## config.mk

```make
export PLATFORM = sky130hd
export DESIGN_NAME = mult_reconstructor
export DESIGN_NICKNAME = d
export VERILOG_FILES = /design/src/rtl/mult_reconstructor.sv
export SDC_FILE = /design/constraint.sdc
export NUM_CORES = 1
export LEC_CHECK = 0
export CAP_MARGIN = 20
export CORE_ASPECT_RATIO = 1.5
export CORE_UTILIZATION = 50
export DETAILED_ROUTE_END_ITERATION = 6
export PLACE_DENSITY_LB_ADDON = 0.2
export REMOVE_ABC_BUFFERS = 1
export SETUP_SLACK_MARGIN = 0.15
export SKIP_CTS_REPAIR_TIMING = 1
export SLEW_MARGIN = 40
export SYNTH_ARGS = -nofsm -noshare
export SYNTH_HDL_FRONTEND = slang
export SYNTH_SLANG_ARGS = --single-unit
```

## constraint.sdc

```tcl
create_clock -name clk -period 5.4 [get_ports clk]
set_input_delay 0.81 -clock clk [delete_from_list [all_inputs] [get_ports clk]]
set_output_delay 0.81 -clock clk [all_outputs]
set_load 0.01 [all_outputs]
```

## src/rtl/mult_reconstructor.sv

```systemverilog
// ---------------------------------------------------------------------------
// mult_reconstructor
//
// Sequential shift-and-add unit that rebuilds a dividend from a division
// result: P = Q*B + R. It works on one quotient bit per clock and uses a
// start/done handshake. The accumulator starts at R, so the remainder costs
// no extra cycle.
//
// Parameters:
//   N      operand width for Q, B and R; P is 2N bits wide
//
// Ports:
//   clk    system clock, rising edge
//   rst_n  asynchronous active-low reset
//   start  operation request, sampled on the rising clk edge
//   Q      quotient operand (multiplier)
//   B      divisor operand (multiplicand)
//   R      remainder operand (addend)
//   ovf    (only with MULT_RECON_OVF_EN) P does not fit in N bits
//   busy   high while the shift-and-add loop runs
//   done   one-cycle pulse; P is valid
//   P      reconstructed result Q*B + R, held until the next completion
//
// Optional feature: define MULT_RECON_OVF_EN to add the registered ovf
// output. It is updated together with P.
// ---------------------------------------------------------------------------
module mult_reconstructor #(
    parameter int N = 4
) (
    input  logic           clk,
    input  logic           rst_n,
    input  logic           start,
    input  logic [N-1:0]   Q,
    input  logic [N-1:0]   B,
    input  logic [N-1:0]   R,
`ifdef MULT_RECON_OVF_EN
    output logic           ovf,
`endif
    output logic           busy,
    output logic           done,
    output logic [2*N-1:0] P
);

    localparam int CW = (N > 1) ? $clog2(N) : 1;

    localparam logic [1:0] IDLE = 2'd0;
    localparam logic [1:0] RUN  = 2'd1;
    localparam logic [1:0] DONE = 2'd2;

    logic [1:0]     state;
    logic [N-1:0]   q_sh;     // Q copy, shifted right once per iteration
    logic [N-1:0]   b_reg;    // latched multiplicand
    logic [2*N-1:0] acc;      // running partial sum, seeded with R
    logic [CW-1:0]  cnt;      // iteration index, also the weight of q_sh[0]
    logic [2*N-1:0] acc_next;
    logic           launch;
    logic           last_iter;

    // busy and done are decodes of the state register, so they are glitch
    // free and carry no combinational path from the inputs.
    assign busy = (state == RUN);
    assign done = (state == DONE);

    // A new operation is accepted from IDLE and also from the single DONE
    // cycle, which is what allows back-to-back issue every N+1 cycles.
    assign launch    = start && ((state == IDLE) || (state == DONE));
    assign last_iter = (cnt == CW'(N - 1));

    always_comb begin
        // NOTE: give every combinational output a value on every path first;
        // a missing assignment on some branch would infer a latch.
        acc_next = acc;
        if (q_sh[0]) begin
            // The multiplicand is widened to 2N before shifting so the high
            // partial-product bits are not lost.
            acc_next = acc + ({{N{1'b0}}, b_reg} << cnt);
        end
    end

    // NOTE: sequential state uses non-blocking assignments so every register
    // samples its inputs from before the edge, independent of statement order.
    always_ff @(posedge clk or negedge rst_n) begin
        // NOTE: all state, including the operand copies, is cleared on reset
        // so an aborted operation leaves nothing behind for the next one.
        if (!rst_n) begin
            state <= IDLE;
            q_sh  <= '0;
            b_reg <= '0;
            acc   <= '0;
            cnt   <= '0;
            P     <= '0;
`ifdef MULT_RECON_OVF_EN
            ovf   <= 1'b0;
`endif
        end else begin
            case (state)
                IDLE, DONE: begin
                    if (launch) begin
                        q_sh  <= Q;
                        b_reg <= B;
                        acc   <= {{N{1'b0}}, R};
                        cnt   <= '0;
                        state <= RUN;
                    end else begin
                        state <= IDLE;
                    end
                end
                RUN: begin
                    // start is ignored here; the operands were latched at launch.
                    acc  <= acc_next;
                    q_sh <= q_sh >> 1;
                    cnt  <= cnt + CW'(1);
                    if (last_iter) begin
                        P     <= acc_next;
`ifdef MULT_RECON_OVF_EN
                        ovf   <= |acc_next[2*N-1:N];
`endif
                        state <= DONE;
                    end
                end
                default: state <= IDLE;
            endcase
        end
    end

endmodule

```

==> flow_summary.yaml <==
grt:
  antenna_found_initial: 0
  use_met3_pct: 1.91
  overflow: 0
  gr-max-usage-layer: "met2"
  grt_pass1_wl_mm: 5.92
  grt_pass1_vias: 1319
  grt_use_total_pct: 22.0
  grt_max_degree: 29
  grt_util_met1_pct: 26.9
  use_met2_pct: 42.1
synth:
  synthXorXnorAreaFrac_pct: 2.72
  synth_compound_area_share_pct: 16.9
  async_flop_share_pct: 100
  synth_simple_gate_area_share_pct: 19.6
  synth_top_family_by_area: "simple AND/OR/NAND/NOR gates"
  synth.avg_cell_area_um2: 9.16
  synth_ff_type: "dfrtp_1"
  yosysSeqAreaShare_pct: 43.4
  synth_adder_area_share_pct: 7.45
  muxShareOfSynthArea_pct: 6.28
  synth_area_um2: 1610
  synth.distinct_cells: 43
  synth_edf_count: 0
  ys_warn_count: 0
  synth_seq_cells: 28
  syn_inst: 176
job:
  drv_cap: 0
power_and_ir_drop:
  power_mw: 1.26
  ir_drop_uv: 425
  p_per_area_nw_per_um2: 655
  p_leak_nw: 0.884
die:
  start_util_pct: 54.3
  ioPinCount: 25
  std_cell_rows: 24
  core_um2: 2970
  die_area_um2: 3460
  fp.dieW_um: 48.4
  die_height_um: 71.6
cells_and_area:
  drive_gt1_share_pct: 7.14
  reg_top3: "P: 8 flops, acc: 8 flops"
  fill_cells: 248
  diodes: 0
  final_util_pct: 64.6
  fin_nets: 222
  areaGrowthSynthToFinish_pct: 19.2
  final_area_um2: 1920
timing:
  rsz0062_at_grt: "false"
  setup_viol: 0
  worst_pin_slew_ns: 0.662
  max_freq_mhz: 385
  setup_tns_ns: 0
  layout_setup_ws_ns: 2.80
  final.min_clock_period_ns: 2.60
  finClkSkew_ns: 0.00241
  relSlewSlack_pct: 55.9
  slew_viol_final: 0
  finalHoldViolations: 0
  post-route-period-util_pct: 48.2
clock_tree:
  cts_tree: "built"
  worstSkewPairLatency_ns: 0.27
  cts-root-buf: "clkbuf_8"
  cts-buffers-inserted: 3
  cts.clk_slew.worst_paths_ns: 0.09
  cts_max_level: 1
  cts_sinks: 28
  clk_path_buf_depth: 2
routing:
  drt_first_pass_iters: 4
  viasPerCell: 5.70
  via_count: 1340
  final_antenna_net_count: 0
  route.detailed.drc: 0
  drt-total-wl_mm: 3.46
  drt-initial-drc-count: 38
  wl_per_cell_um: 14.7
hold_path:
  holdPathStages: 2
  hold_class: "flop to flop"
worst_setup_path:
  end_kind: "output port"
  crit_type: "flop to output port"
  arrival_ns: 1.79
  worstSetupStartpointType: "flop"
  cp_max_fo: 11
  r2r_cells: 10
  critPathRequiredTime_ns: 4.59
placement:
  gp_congestion: 0.892
  post-place-ws_ns: 2.36
  portBuffers: 24
  placed_area_um2: 1880
  dpl.hpwl_mm: 2.57
status:
  status: "complete, no violations"
-- worst paths after layout --
path | startpoint | slack (ns) | endpoint
min | P[1] | 0.49 | P[1]
max in group asynchronous | rst_n | 4.21 | P[2]
min reg2reg | P[1] | 0.49 | P[1]
min in group asynchronous | rst_n | 0.92 | state[1]
max reg2reg | cnt[0] | 2.93 | acc[6]
max | state[1] | 2.80 | busy
-- cells by family after synthesis --
family | count (synthesis)
AND/OR/NAND/NOR | 67
AO/OA/AOI/OAI | 42
flip-flops | 28
buffers and inverters | 15
multiplexers | 10
adder cells (fa/ha/maj) | 9
XOR/XNOR | 5
-- metrics by stage --
| stage | cells | hold WS (ns) |
|---|---|---|
| after floorplan | 168 | 0.467 |
| after global placement | 232 | 0.462 |
| after detailed placement | 232 | 0.471 |
| after CTS | 235 | 0.492 |
| after global routing | 235 | 0.513 |
| final | 235 | 0.487 |
-- report_power, final --
group	switching, mW	internal [mW]
Combinational	0.400	0.350
Clock	0.0609	0.0500
Sequential	0.0964	0.303
-- final cells by class --
class	instances	area [µm²]	share of cell area (%)
tap	39	48.8	2.54
sequential	28	701	36.5
inverter	7	26.3	1.37
multi-input combinational	133	857	44.6
timing repair buffer	25	248	12.9
clock buffer	3	41.3	2.15
-- cell usage after synthesis, types with 2 or more instances --
cell type,count,share of area (%)
or3_1,2,0.78
a22o_1,2,1.1
dfrtp_1,28,43
ha_1,8,6.2
o21ai_0,13,4.0
nand3_1,4,1.2
nand2b_1,3,1.2
clkbuf_1,7,1.6
nor3b_1,2,0.93
o21ai_2,3,1.6
a31oi_1,3,1.2
nand2_1,33,7.7
inv_1,6,1.4
nor2b_1,3,1.2
a21oi_1,9,2.8
xnor2_1,4,2.2
mux2i_1,9,5.6
nor2_1,12,2.8
-- cells in the final DEF, fill, tap and decap left out, types with 2 or more instances in the layout --
cell type	instances
mux2i_1	9
nor3b_1	2
nor2_1	12
clkdlybuf4s50_1	24
a22o_1	2
ha_1	8
inv_1	6
or3_1	2
nand2_1	33
nand3_1	4
o21ai_0	13
a31oi_1	3
nor2b_1	2
a21oi_1	9
o21ai_2	3
nand2b_1	3
dfrtp_1	28
xnor2_1	4
clkbuf_8	3
-- per-layer routing --
metal  vias to the layer above  wire [µm]
met4                         0         26
met1                       656       1430
met2                        27       1910
met3                         5         91
li1                        652          -
met5                         -          0
-- worst max-delay path: stages, from the launching register on --
cell	delay, ns
dfrtp_1	0.40
nand2b_1	0.31
inv_2	0.24
clkdlybuf4s50_1	0.57
(Power assumes the default switching activity.)
